$ cat src/rtl/seeg_pkg.sv
// Shared definitions for the seeg headstage interface: Intan opcodes, the
// configuration word table, job and FSM encodings, and command word helpers.
package seeg_pkg;

  localparam logic [1:0] OP_CONVERT = 2'b00;
  localparam logic [1:0] OP_WRITE   = 2'b10;
  localparam logic [5:0] ZSEL_REG   = 6'd6;

  // Each entry writes register r with value r.
  localparam logic [15:0] CFG_ROM [0:31] = '{
    16'h8000, 16'h8101, 16'h8202, 16'h8303, 16'h8404, 16'h8505, 16'h8606, 16'h8707,
    16'h8808, 16'h8909, 16'h8A0A, 16'h8B0B, 16'h8C0C, 16'h8D0D, 16'h8E0E, 16'h8F0F,
    16'h9010, 16'h9111, 16'h9212, 16'h9313, 16'h9414, 16'h9515, 16'h9616, 16'h9717,
    16'h9818, 16'h9919, 16'h9A1A, 16'h9B1B, 16'h9C1C, 16'h9D1D, 16'h9E1E, 16'h9F1F
  };

  typedef enum logic [1:0] {
    JOB_CONFIG,
    JOB_RECORD,
    JOB_ZCHECK
  } job_t;

  typedef enum logic [2:0] {
    ST_IDLE,
    ST_LOAD,
    ST_SHIFT,
    ST_GAP,
    ST_FINISH
  } state_t;

  function automatic logic [15:0] convert_word(input logic [5:0] c);
    return {OP_CONVERT, c, 8'h00};
  endfunction

  function automatic logic [15:0] write_word(input logic [5:0] r, input logic [7:0] d);
    return {OP_WRITE, r, d};
  endfunction

endpackage

$ cat src/rtl/intan_spi_responder_shifter.sv
// One 16-bit SPI transfer, MSB first. The start cycle is already the first
// low-phase cycle of the MSB, so a word takes exactly 32*SCLK_HALF cycles.
module spi_word_shifter #(
  parameter int SCLK_HALF = 2
) (
  input  logic        clk,
  input  logic        rst,
  input  logic        start,
  input  logic [15:0] tx_word,
  input  logic        miso,
  output logic        sclk,
  output logic        mosi,
  output logic [15:0] rx_word,
  output logic        word_done
);

  localparam int HW = (SCLK_HALF > 1) ? $clog2(SCLK_HALF) : 1;
  localparam logic [HW-1:0] HALF_LAST = HW'(SCLK_HALF - 1);

  logic          active;
  logic          high;
  logic [HW-1:0] half_cnt;
  logic [3:0]    bit_cnt;
  logic [15:0]   rx_sh;
  logic          run;
  logic          half_end;

  assign run       = active | start;
  assign half_end  = (half_cnt == HALF_LAST);
  assign word_done = active & high & half_end & (bit_cnt == 4'd15);
  assign sclk      = high;
  // tx_word is held stable by the caller for the whole transfer.
  assign mosi      = run ? tx_word[~bit_cnt] : 1'b0;
  assign rx_word   = rx_sh;

  always_ff @(posedge clk) begin
    if (rst) begin
      active   <= 1'b0;
      high     <= 1'b0;
      half_cnt <= '0;
      bit_cnt  <= '0;
      rx_sh    <= '0;
    end else if (run) begin
      if (!high && half_end) rx_sh <= {rx_sh[14:0], miso};
      if (half_end) begin
        half_cnt <= '0;
        high     <= ~high;
        if (high) bit_cnt <= bit_cnt + 4'd1;
      end else begin
        half_cnt <= half_cnt + HW'(1);
      end
      active <= ~word_done;
    end
  end

endmodule

$ cat src/rtl/intan_spi_responder.sv
// Headstage job engine: turns config/record/zcheck requests into Intan SPI
// command word sequences and reports each captured MISO word.
module intan_spi_responder
  import seeg_pkg::*;
#(
  parameter int SCLK_HALF       = 2,
  parameter int CS_GAP          = 4,
  parameter int NUM_CH          = 4,
  parameter int CFG_WORDS       = 4,
  parameter int ZCHECK_CONVERTS = 2
) (
  input  logic        clk,
  input  logic        rst,
  input  logic        config_start,
  input  logic        record_start,
  input  logic        zcheck_start,
  input  logic [11:0] zcheck_global_channel,
  output logic        busy,
  output logic        done,
  output logic        CS,
  output logic        SCLK,
  output logic        MOSI,
  input  logic        MISO,
  output logic [15:0] rx_word,
  output logic [5:0]  rx_index,
  output logic        rx_valid,
  output state_t      dbg_state
);

  // Handshake: *_start are level requests sampled only in IDLE; the
  // controller holds one until busy=1, and busy falls the cycle after done.

  localparam int GW = (CS_GAP > 1) ? $clog2(CS_GAP) : 1;
  localparam logic [GW-1:0] GAP_LAST = GW'(CS_GAP - 1);
  localparam logic [GW-1:0] GAP_PRE  = (CS_GAP > 1) ? GW'(CS_GAP - 2) : '0;
  localparam bit            GAP_ONE  = (CS_GAP == 1);

  state_t        state, state_n;
  job_t          job;
  logic [5:0]    ch;
  logic [5:0]    w;
  logic [GW-1:0] gap_cnt;
  logic [6:0]    n_words;
  logic          last_word;
  logic          any_start;
  job_t          job_sel;
  logic [15:0]   cur_word;
  logic [15:0]   shift_rx;
  logic          word_done;
  logic          unused_ch_hi;

  assign unused_ch_hi = ^zcheck_global_channel[11:6];
  assign any_start    = config_start | record_start | zcheck_start;
  assign job_sel      = config_start ? JOB_CONFIG : (zcheck_start ? JOB_ZCHECK : JOB_RECORD);

  always_comb begin
    n_words  = 7'(NUM_CH);
    cur_word = convert_word(w);
    unique case (job)
      JOB_CONFIG: begin
        n_words  = 7'(CFG_WORDS);
        cur_word = CFG_ROM[w[4:0]];
      end
      JOB_ZCHECK: begin
        n_words  = 7'(ZCHECK_CONVERTS + 1);
        cur_word = (w == 6'd0) ? write_word(ZSEL_REG, {2'b00, ch}) : convert_word(ch);
      end
      default: begin
        n_words  = 7'(NUM_CH);
        cur_word = convert_word(w);
      end
    endcase
  end

  assign last_word = ({1'b0, w} == (n_words - 7'd1));

  spi_word_shifter #(.SCLK_HALF(SCLK_HALF)) u_shifter (
    .clk       (clk),
    .rst       (rst),
    .start     (state == ST_LOAD),
    .tx_word   (cur_word),
    .miso      (MISO),
    .sclk      (SCLK),
    .mosi      (MOSI),
    .rx_word   (shift_rx),
    .word_done (word_done)
  );

  // The last word's gap is one cycle short; FINISH supplies that final cycle.
  always_comb begin
    state_n = state;
    unique case (state)
      ST_IDLE:  if (any_start) state_n = ST_LOAD;
      ST_LOAD:  state_n = ST_SHIFT;
      ST_SHIFT: if (word_done) state_n = (last_word && GAP_ONE) ? ST_FINISH : ST_GAP;
      ST_GAP: begin
        if (last_word) begin
          if (gap_cnt == GAP_PRE) state_n = ST_FINISH;
        end else if (gap_cnt == GAP_LAST) begin
          state_n = ST_LOAD;
        end
      end
      ST_FINISH: state_n = ST_IDLE;
      default:   state_n = ST_IDLE;
    endcase
  end

  always_ff @(posedge clk) begin
    if (rst) begin
      state    <= ST_IDLE;
      job      <= JOB_RECORD;
      ch       <= '0;
      w        <= '0;
      gap_cnt  <= '0;
      rx_word  <= '0;
      rx_index <= '0;
      rx_valid <= 1'b0;
    end else begin
      state    <= state_n;
      rx_valid <= 1'b0;
      case (state)
        ST_IDLE: begin
          if (any_start) begin
            job <= job_sel;
            ch  <= zcheck_global_channel[5:0];
            w   <= '0;
          end
        end
        ST_SHIFT: begin
          if (word_done) begin
            gap_cnt  <= '0;
            rx_word  <= shift_rx;
            rx_index <= w;
            rx_valid <= 1'b1;
          end
        end
        ST_GAP: begin
          gap_cnt <= gap_cnt + GW'(1);
          if (state_n == ST_LOAD) w <= w + 6'd1;
        end
        default: ;
      endcase
    end
  end

  assign busy      = (state != ST_IDLE);
  assign done      = (state == ST_FINISH);
  assign CS        = !((state == ST_LOAD) || (state == ST_SHIFT));
  assign dbg_state = state;

endmodule

$ cat config.mk
export PLATFORM = sky130hd
export DESIGN_NAME = intan_spi_responder
export DESIGN_NICKNAME = d
export VERILOG_FILES = /design/src/rtl/seeg_pkg.sv /design/src/rtl/intan_spi_responder_shifter.sv /design/src/rtl/intan_spi_responder.sv
export SDC_FILE = /design/constraint.sdc
export NUM_CORES = 1
export LEC_CHECK = 0
export CORE_MARGIN = 2
export CORE_UTILIZATION = 50
export DETAILED_ROUTE_END_ITERATION = 8
export HOLD_SLACK_MARGIN = 0.02
export PLACE_DENSITY = 0.86
export SLEW_MARGIN = 20
export SYNTH_ARGS = -nofsm -noshare
export SYNTH_HDL_FRONTEND = slang
export SYNTH_SLANG_ARGS = --single-unit
$ cat constraint.sdc
create_clock -name clk -period 4.9 [get_ports clk]
set_input_delay 1.225 -clock clk [delete_from_list [all_inputs] [get_ports clk]]
set_output_delay 1.225 -clock clk [all_outputs]
set_load 0.01 [all_outputs]
==> flow_metrics.py, run 1 <==
metrics = {
    "worst_setup_path": {
        "cp_num_cells": 7,
        "cp_slowest_cell": "clkdlybuf4s50_1",
        "crit_start": "w[0]",
        "cp.arrival_ps": 2820,
        "rrSetupSlack_ps": 2360,
        "worstPathMaxFanout": 8,
        "r2r_cells": 6,
        "critPathKind": "flop to output port",
        "slowest_delay_ps": 600,
        "crit-reg2reg-launch": "u_shifter.bit_cnt[0]",
        "required_ps": 3670,
        "cp-end-kind": "output port",
        "crit_buf_inv": 2,
        "startpoint_type": "flop",
        "path_cells": "inv_1 -> ha_1 -> and2_1 -> o41ai_1 -> o32ai_1 -> nor4_1 -> clkdlybuf4s50_1",
        "endpoint": "MOSI",
        "r2r_end": "gap_cnt[0]",
        "path_delay_family": "buffers and inverters",
    },
    "sta": {
        "setup_violations": 0,
        "setup-tns-final_ps": 0,
        "fmax_mhz": 247,
        "relSlewSlack_pct": 30.4,
        "finalCriticalPeriod_ps": 4040,
        "worst_slew_pin_slew_ps": 1040,
        "hold_viol": 0,
        "rsz0062_at_grt": "false",
        "slew_violations": 0,
        "layout_worst_path_cycle_share_pct": 82.5,
        "clock_skew_ps": 12.8,
    },
    "global_routing": {
        "grt_max_degree": 66,
        "antenna_found_initial": 0,
        "first_global_vias": 2350,
        "grt_use_total_pct": 21.1,
        "globalRoute.totalOverflow": 0,
        "grt_pass1_wl_mm": 10.6,
    },
    "clock_tree": {
        "h-tree-depth": 3,
        "max-clock-path-buffers": 2,
        "post_cts_resized": 0,
        "clock-sinks": 65,
        "clockRootBuffer": "clkbuf_8",
        "cts_setup_buffers": 0,
        "cts_tree": "built",
        "path_clk_slew_ps": 70,
        "cts_made_buffers": 9,
        "cts_hold_buf": 0,
        "clock_latency_ps": 340,
    },
    "layout": {
        "drive_gt1_share_pct": 7.42,
        "synthToLayoutAreaGrowth_pct": 20.2,
        "multi_input_area_um2": 1460,
        "seq_area_um2": 1300,
        "fin_cells": 463,
        "final_net_count": 409,
        "antenna_cells": 0,
        "fill_cells": 463,
    },
    "placed_design": {
        "globalplace.congestion": 0.886,
        "place_inst": 447,
        "hpwl_mm": 4.13,
        "portBuffers": 42,
    },
    "floorplanning": {
        "initial_utilization_pct": 52.3,
        "die_x_um": 80.4,
        "rows": 27,
        "io_pins": 49,
        "dieArea_um2": 6460,
        "core_um2": 5570,
        "dieHeight_um": 80.4,
    },
    "routing": {
        "vias": 2559,
        "first_iter_violations": 231,
        "drt-pass1-iter-count": 5,
        "drt_drc_violations_left": 0,
        "post_drt_wl_per_cell_um": 13.5,
        "wirelength_mm": 6.23,
        "vias_per_cell": 5.53,
        "postRouteAntennaNets": 0,
    },
    "pwr": {
        "design_power_total_mw": 1.31,
        "ir_worst_vdd_mv": 0.268,
        "power_leakage_nw": 1.17,
        "p_per_area_nw_per_um2": 373,
    },
    "worst_hold_path": {
        "hp-class": "flop to flop",
    },
    "yosys": {
        "ys_warn_count": 0,
        "ys_ff_latch": 65,
        "ys_types": 52,
        "ys_seq_area_share_pct": 44.6,
        "synthesis.area_um2": 2920,
        "syn_nets": 383,
        "postSynthAreaPerCell_um2": 8.10,
        "netlist_instances": 360,
    },
    "outcome": {
        "outcome": "finished, final reports clean",
    },
    "flow_run": {
        "maxCapViolCount": 0,
    },
}
## flip-flops by register name, indices dropped and copies added (netlist names)
register            flops
job                     2
u_shifter.half_cnt      1
gap_cnt                 2
u_shifter.rx_word      16
u_shifter.sclk          1
rx_valid                1
rx_index                6
ch                      6
rx_word                16
u_shifter.active        1
w                       6
dbg_state               3
u_shifter.bit_cnt       4
## cell type report
type                    instances  area share [%]
clock inverters                 7            2.25
flip-flops and latches         65            37.1
inverters                      10            1.07
multi-input cells             258            41.5
well taps                      72            2.57
clock buffers                   9            3.53
repair buffers                 42            11.9
## power breakdown
part           switching (mW)  internal, mW  leakage [nW]  total (mW)
clock                   0.218         0.240         0.104       0.458
sequential             0.0426         0.559         0.526       0.602
combinational           0.136         0.110         0.542       0.246
## synth_stat cells (all sizes together)
master,n,area (um2)
nand2,87,327
dfxtp,65,1300
a21oi,44,220
nor2,23,86.3
nand3,17,85.1
clkbuf,14,55.1
buf,13,80.1
inv,10,37.5
mux2i,9,90.1
o21ai,7,35.0
a31oi,6,37.5
a311oi,5,43.8
ha,5,62.6
nor4,5,46.3
or3,4,25.0
xnor2,4,53.8
a211oi,3,22.5
nand2b,3,18.8
nor3,3,25.0
or2,3,18.8
a21o,2,15.0
nand3b,2,15.0
nand4,2,12.5
nor3b,2,20.0
o22ai,2,12.5
o31ai,2,15.0
or3b,2,17.5
a2111oi,1,8.76
a211o,1,8.76
a21boi,1,7.51
a22oi,1,7.51
a32oi,1,8.76
and2,1,6.26
and3,1,6.26
and3b,1,8.76
mux2,1,11.3
nor2b,1,6.26
o2111ai,1,8.76
o211ai,1,12.5
o221ai,1,8.76
o32ai,1,8.76
o41ai,1,8.76
xor2,1,8.76
## cell usage in the layout, fill, tap and decap left out, drive strengths merged, types with 3 or more instances in the layout
cell type / n
nand2: 87
nor2: 23
o21ai: 7
nand3: 17
a211oi: 3
mux2i: 9
nor4: 5
inv: 12
dfxtp: 65
clkbuf: 9
or2: 3
xnor2: 4
ha: 5
a21oi: 44
a31oi: 6
clkdlybuf4s50: 41
clkinv: 4
or3: 4
nor3: 3
a311oi: 5
nand2b: 3
## through the flow
step	worst slack (ps)	util (%)	hold slack, ps	area [um2]
global placement	1350	59.0	442	3290
global route	757	62.9	472	3500
finish	859	62.9	454	3500
detailed placement	1290	59.0	443	3290
floorplan	1960	-	432	2920
CTS	906	62.7	454	3490
## tightest hold or removal path: cells and delay by family, from the launching register on
family	cells	cell delay [ps]
AO/OA/AOI/OAI	1	50
flip-flops	1	310
AND/OR/NAND/NOR	1	50
## cells by family (layout without fill, tap and decap cells)
family | after synthesis | in the layout | synth area share [%]
buffers and inverters | 37 | 68 | 5.92
flip-flops | 65 | 65 | 44.6
AND/OR/NAND/NOR | 157 | 157 | 24.8
AO/OA/AOI/OAI | 81 | 81 | 16.8
multiplexers | 10 | 10 | 3.48
adder cells (fa/ha/maj) | 5 | 5 | 2.15
XOR/XNOR | 5 | 5 | 2.15
## worst min path at each step
stage	start	to	slack (ps)	depth (start not counted)
2_1_floorplan	u_shifter.rx_word[15]	rx_word[15]	430	2
3_3_place_gp	u_shifter.rx_word[15]	rx_word[15]	440	2
3_5_place_dp	u_shifter.rx_word[15]	rx_word[15]	440	2
4_1_cts	u_shifter.rx_word[15]	rx_word[15]	450	2
5_1_grt	rx_word[4]	rx_word[4]	470	2
6_report	u_shifter.rx_word[15]	rx_word[15]	450	2
## routing by layer
metal / wire (um) / track usage (%)
met5: 0 / 0
met4: 99 / 10.5
met3: 333 / 4.27
met1: 2820 / 27.1
met2: 2980 / 33.4
Power figures use the tool's default switching activity.
==> inputs of run 2 (changes only) <==
--- a/config.mk
+++ b/config.mk
@@ -6,10 +6,10 @@
 export NUM_CORES = 1
 export LEC_CHECK = 0
 export CORE_MARGIN = 2
-export CORE_UTILIZATION = 50
+export CORE_UTILIZATION = 47
 export DETAILED_ROUTE_END_ITERATION = 8
 export HOLD_SLACK_MARGIN = 0.02
-export PLACE_DENSITY = 0.86
+export PLACE_DENSITY = 0.85
 export SLEW_MARGIN = 20
 export SYNTH_ARGS = -nofsm -noshare
 export SYNTH_HDL_FRONTEND = slang
==> constraint.sdc (replaced) <==
create_clock -name clk -period 3.4 [get_ports clk]
set_input_delay 0.85 -clock clk [delete_from_list [all_inputs] [get_ports clk]]
set_output_delay 0.85 -clock clk [all_outputs]
set_load 0.01 [all_outputs]
==> flow_metrics.py, run 2 (same netlist as run 1, synthesis figures left out) <==
metrics = {
    "sta": {
        "slew_violations": 0,
        "setup-tns-final_ps": 0,
        "hold_slack_ps": 453,
        "worst_slew_pin_slew_ps": 1050,
        "finalCriticalPeriod_ps": 3170,
        "setup_violations": 0,
        "clock_skew_ps": 9.03,
        "rsz0062_at_grt": "false",
        "relSlewSlack_pct": 30.0,
        "fmax_mhz": 315,
        "layout_worst_path_cycle_share_pct": 93.3,
        "hold_viol": 0,
    },
    "pwr": {
        "ir_worst_vdd_mv": 0.383,
        "switching_share_pct": 28.5,
        "cellInternalPower_mw": 1.41,
        "power_leakage_nw": 1.25,
        "p_per_area_nw_per_um2": 544,
        "comb_power_share_pct": 18.5,
        "pwr-share-seq_pct": 44.0,
        "p_clk_share_pct": 37.5,
        "design_power_total_mw": 1.97,
        "p_sw_uw": 562,
    },
    "routing": {
        "drt-pass1-iter-count": 5,
        "first_iter_violations": 178,
        "vias_per_cell": 5.54,
        "drt_drc_violations_left": 0,
        "postRouteAntennaNets": 0,
        "post_drt_wl_per_cell_um": 13.9,
        "vias": 2653,
        "wirelength_mm": 6.66,
    },
    "clock_tree": {
        "cts_made_buffers": 9,
        "h-tree-depth": 3,
        "cts_tree": "built",
        "clock_latency_ps": 340,
        "path_clk_slew_ps": 80,
        "clock-sinks": 65,
        "clockRootBuffer": "clkbuf_8",
        "max-clock-path-buffers": 2,
    },
    "floorplanning": {
        "dieHeight_um": 82.8,
        "dieArea_um2": 6850,
        "initial_utilization_pct": 48.9,
        "rows": 28,
        "io_pins": 49,
        "die_x_um": 82.8,
        "core_um2": 5960,
    },
    "layout": {
        "reg.largest.list": "rx_word (16), u_shifter.rx_word (16)",
        "final_area_um2": 3620,
        "synthToLayoutAreaGrowth_pct": 24.2,
        "antenna_cells": 0,
        "final_net_count": 422,
        "multi_input_area_um2": 1450,
        "most-common-layout-cells": "nand2_1, dfxtp_1, a21oi_1, clkdlybuf4s50_1, nor2_1",
        "fin_cells": 479,
        "fill_cells": 539,
        "final_common_cell": "nand2_1",
        "seq_area_um2": 1300,
        "drive_gt1_share_pct": 10.4,
    },
    "placed_design": {
        "portBuffers": 42,
        "globalplace.congestion": 0.924,
        "dpl_cell_area_um2": 3380,
        "hpwl_mm": 4.61,
        "place_inst": 461,
    },
    "global_routing": {
        "grt_max_degree": 35,
        "grt_use_total_pct": 21.2,
        "globalRoute.totalOverflow": 0,
        "first_global_vias": 2501,
        "antenna_found_initial": 0,
        "grt_pass1_wl_mm": 11.2,
    },
    "worst_setup_path": {
        "cp-end-kind": "output port",
        "required_ps": 2550,
        "startpoint_type": "flop",
        "critPathKind": "flop to output port",
        "cp.arrival_ps": 2320,
        "worstPathMaxFanout": 7,
    },
    "outcome": {
        "outcome": "finished, final reports clean",
    },
    "flow_run": {
        "maxCapViolCount": 0,
    },
    "worst_hold_path": {
        "hp-class": "flop to flop",
    },
}
## run 2: routing by layer
metal	track usage (%)	vias up	wire length (um)
met5	0	-	0
met4	7.54	0	109
met3	5.00	11	236
met2	35.5	68	3280
met1	26.6	1257	3030
li1	-	1317	-
## run 2: cell type report
class,instances,share of cell area (%)
multi-input combinational,258,40.0
tap,75,2.59
inverter,10,1.04
clock buffer,10,3.80
clock inverter,6,2.49
timing repair buffer,55,14.1
sequential,65,35.9
## run 2: through the flow
stage,worst slack [ps],util [%]
final,227,60.8
after detailed placement,194,56.7
after floorplan,836,-
after global routing,56.0,60.8
after CTS,222,60.8
after global placement,85.8,56.7
## run 2: worst max-delay path, stage by stage (launching register included)
cell and delay (ps):
dfxtp_1 450, nor2b_1 470, o22ai_1 170, a211o_1 320, a311oi_1 200, nor4_1 100, dlygate4sd2_1 290
## run 2: path summary, 6_finish.rpt
path | start | end | slack (ps) | depth (start not counted)
worst max-delay path | job[1] | MOSI | 230 | 6
worst min-delay path | u_shifter.rx_word[15] | rx_word[15] | 450 | 2
worst max register to register | u_shifter.bit_cnt[1] | rx_word[0] | 1160 | 6
worst min register to register | u_shifter.rx_word[15] | rx_word[15] | 450 | 2
## run 2: power by group through the flow
stage	logic, mW	clock network [mW]	registers [mW]
CTS	0.366	0.749	0.867
detailed placement	0.365	0	0.884
global route	0.406	0.784	0.878
floorplan	0.250	0	0.866
global placement	0.363	0	0.881
finish	0.365	0.739	0.867
## run 2: what timing repair did
| item | 4_1_cts | 5_1_grt |
|---|---|---|
| endpoints found under the setup margin | 1 | 0 |
| hold buffers | 0 | 0 |
| buffers inserted | 2 | 0 |
| gates resized for setup | 2 | 0 |
==> inputs of run 3 (changes only) <==
--- a/config.mk
+++ b/config.mk
@@ -9,7 +9,7 @@
 export CORE_UTILIZATION = 47
 export DETAILED_ROUTE_END_ITERATION = 8
 export HOLD_SLACK_MARGIN = 0.02
-export PLACE_DENSITY = 0.85
+export PLACE_DENSITY = 0.77
 export SLEW_MARGIN = 20
 export SYNTH_ARGS = -nofsm -noshare
 export SYNTH_HDL_FRONTEND = slang
==> flow_metrics.py, run 3 (same netlist as run 1, synthesis figures left out) <==
metrics = {
    "global_routing": {
        "globalRoute.totalOverflow": 0,
        "first_global_vias": 2398,
        "grt_max_degree": 34,
        "antenna_found_initial": 0,
        "grt_use_total_pct": 21.4,
        "grt_pass1_wl_mm": 11.1,
    },
    "worst_setup_path": {
        "critPathKind": "flop to output port",
        "startpoint_type": "flop",
        "slowest_delay_ps": 480,
        "worstPathMaxFanout": 7,
        "path_delay_family": "compound AO/OA/AOI/OAI gates",
        "cp.arrival_ps": 2340,
        "crit_buf_inv": 1,
        "path_cells": "nor2b_1 -> o22ai_1 -> a211o_1 -> a311oi_1 -> nor4_1 -> dlygate4sd2_1",
        "cp-end-kind": "output port",
        "required_ps": 2550,
        "cp_slowest_cell": "nor2b_1",
    },
    "clock_tree": {
        "cts_tree": "built",
        "clock_latency_ps": 350,
        "max-clock-path-buffers": 2,
        "path_clk_slew_ps": 80,
        "clock-sinks": 65,
        "clockRootBuffer": "clkbuf_8",
        "h-tree-depth": 3,
        "cts_made_buffers": 9,
        "cts_hold_buf": 0,
    },
    "placed_design": {
        "dpl_cell_area_um2": 3370,
        "place_inst": 460,
        "hpwl_mm": 4.42,
        "portBuffers": 42,
        "globalplace.congestion": 0.848,
        "post-place-ws_ps": 275,
    },
    "flow_run": {
        "maxCapViolCount": 0,
    },
    "routing": {
        "vias": 2593,
        "drt_drc_violations_left": 0,
        "vias_per_cell": 5.44,
        "postRouteAntennaNets": 0,
        "post_drt_wl_per_cell_um": 13.9,
        "drt-pass1-iter-count": 4,
        "first_iter_violations": 185,
        "wirelength_mm": 6.65,
    },
    "layout": {
        "synthToLayoutAreaGrowth_pct": 24.2,
        "most-common-layout-cells": "nand2_1, dfxtp_1, a21oi_1, clkdlybuf4s50_1, nor2_1",
        "final_common_cell": "nand2_1",
        "final_area_um2": 3620,
        "final_util_pct": 60.8,
        "reg.largest.list": "rx_word (16), u_shifter.rx_word (16)",
        "fin_cells": 477,
        "final_net_count": 420,
        "drive_gt1_share_pct": 9.70,
        "antenna_cells": 0,
    },
    "pwr": {
        "power_leakage_nw": 1.24,
        "p_per_area_nw_per_um2": 565,
        "ir_worst_vdd_mv": 0.420,
        "design_power_total_mw": 2.04,
    },
    "sta": {
        "worst_slew_pin_slew_ps": 797,
        "hold_viol": 0,
        "setup-tns-final_ps": 0,
        "setup_slack_ps": 207,
        "setup_violations": 0,
        "relSlewSlack_pct": 46.8,
        "hold_slack_ps": 456,
        "clock_skew_ps": 7.40,
        "rsz0062_at_grt": "false",
        "fmax_mhz": 313,
        "slew_violations": 0,
        "finalCriticalPeriod_ps": 3190,
        "layout_worst_path_cycle_share_pct": 93.9,
    },
    "floorplanning": {
        "io_pins": 49,
        "initial_utilization_pct": 48.9,
        "dieHeight_um": 82.8,
        "die_x_um": 82.8,
        "core_um2": 5960,
        "dieArea_um2": 6850,
        "rows": 28,
    },
    "worst_hold_path": {
        "hp-class": "flop to flop",
    },
    "outcome": {
        "outcome": "finished, final reports clean",
    },
}
## run 3: per-layer routing
layer | share of wire, % | global-route usage, %
met2 | 49 | 34.4
met1 | 46 | 27.4
met4 | 1.8 | 8.36
met3 | 3.5 | 5.43
met5 | 0 | 0
## run 3: worst paths after layout
kind | from | end | slack (ps) | depth (start not counted)
min reg2reg | rx_word[13] | rx_word[13] | 460 | 2
min | rx_word[13] | rx_word[13] | 460 | 2
max | job[1] | MOSI | 210 | 6
max reg2reg | u_shifter.bit_cnt[0] | rx_word[4] | 1070 | 6
## run 3: layout make-up
class                           count  area (um2)
Sequential cell                    65        1300
Tap cell                           75        93.8
Clock buffer                       10         128
Fill cell                         537        2340
Clock inverter                      6         115
Multi-Input combinational cell    258        1450
Timing Repair Buffer               53         497
Inverter                           10        37.5
## run 3: timing repair
item                                    in CTS  in global routing
setup buffers                                1                  0
resized for setup                            3                  0
endpoints found under the setup margin       1                  0
## run 3: power by group
part           internal (mW)  total (mW)  leakage (nW)  switching [mW]
clock network          0.491       0.806         0.117           0.315
registers              0.806       0.869         0.526          0.0630
logic                  0.171       0.369         0.599           0.198
## run 3: worst reg2reg max path, stage by stage, from the launching register on
cell     delay, ps
dfxtp_1        610
ha_1           260
nand4_1        110
nor2_1         260
and3_1         730
nand2_1        140
a21oi_1        160
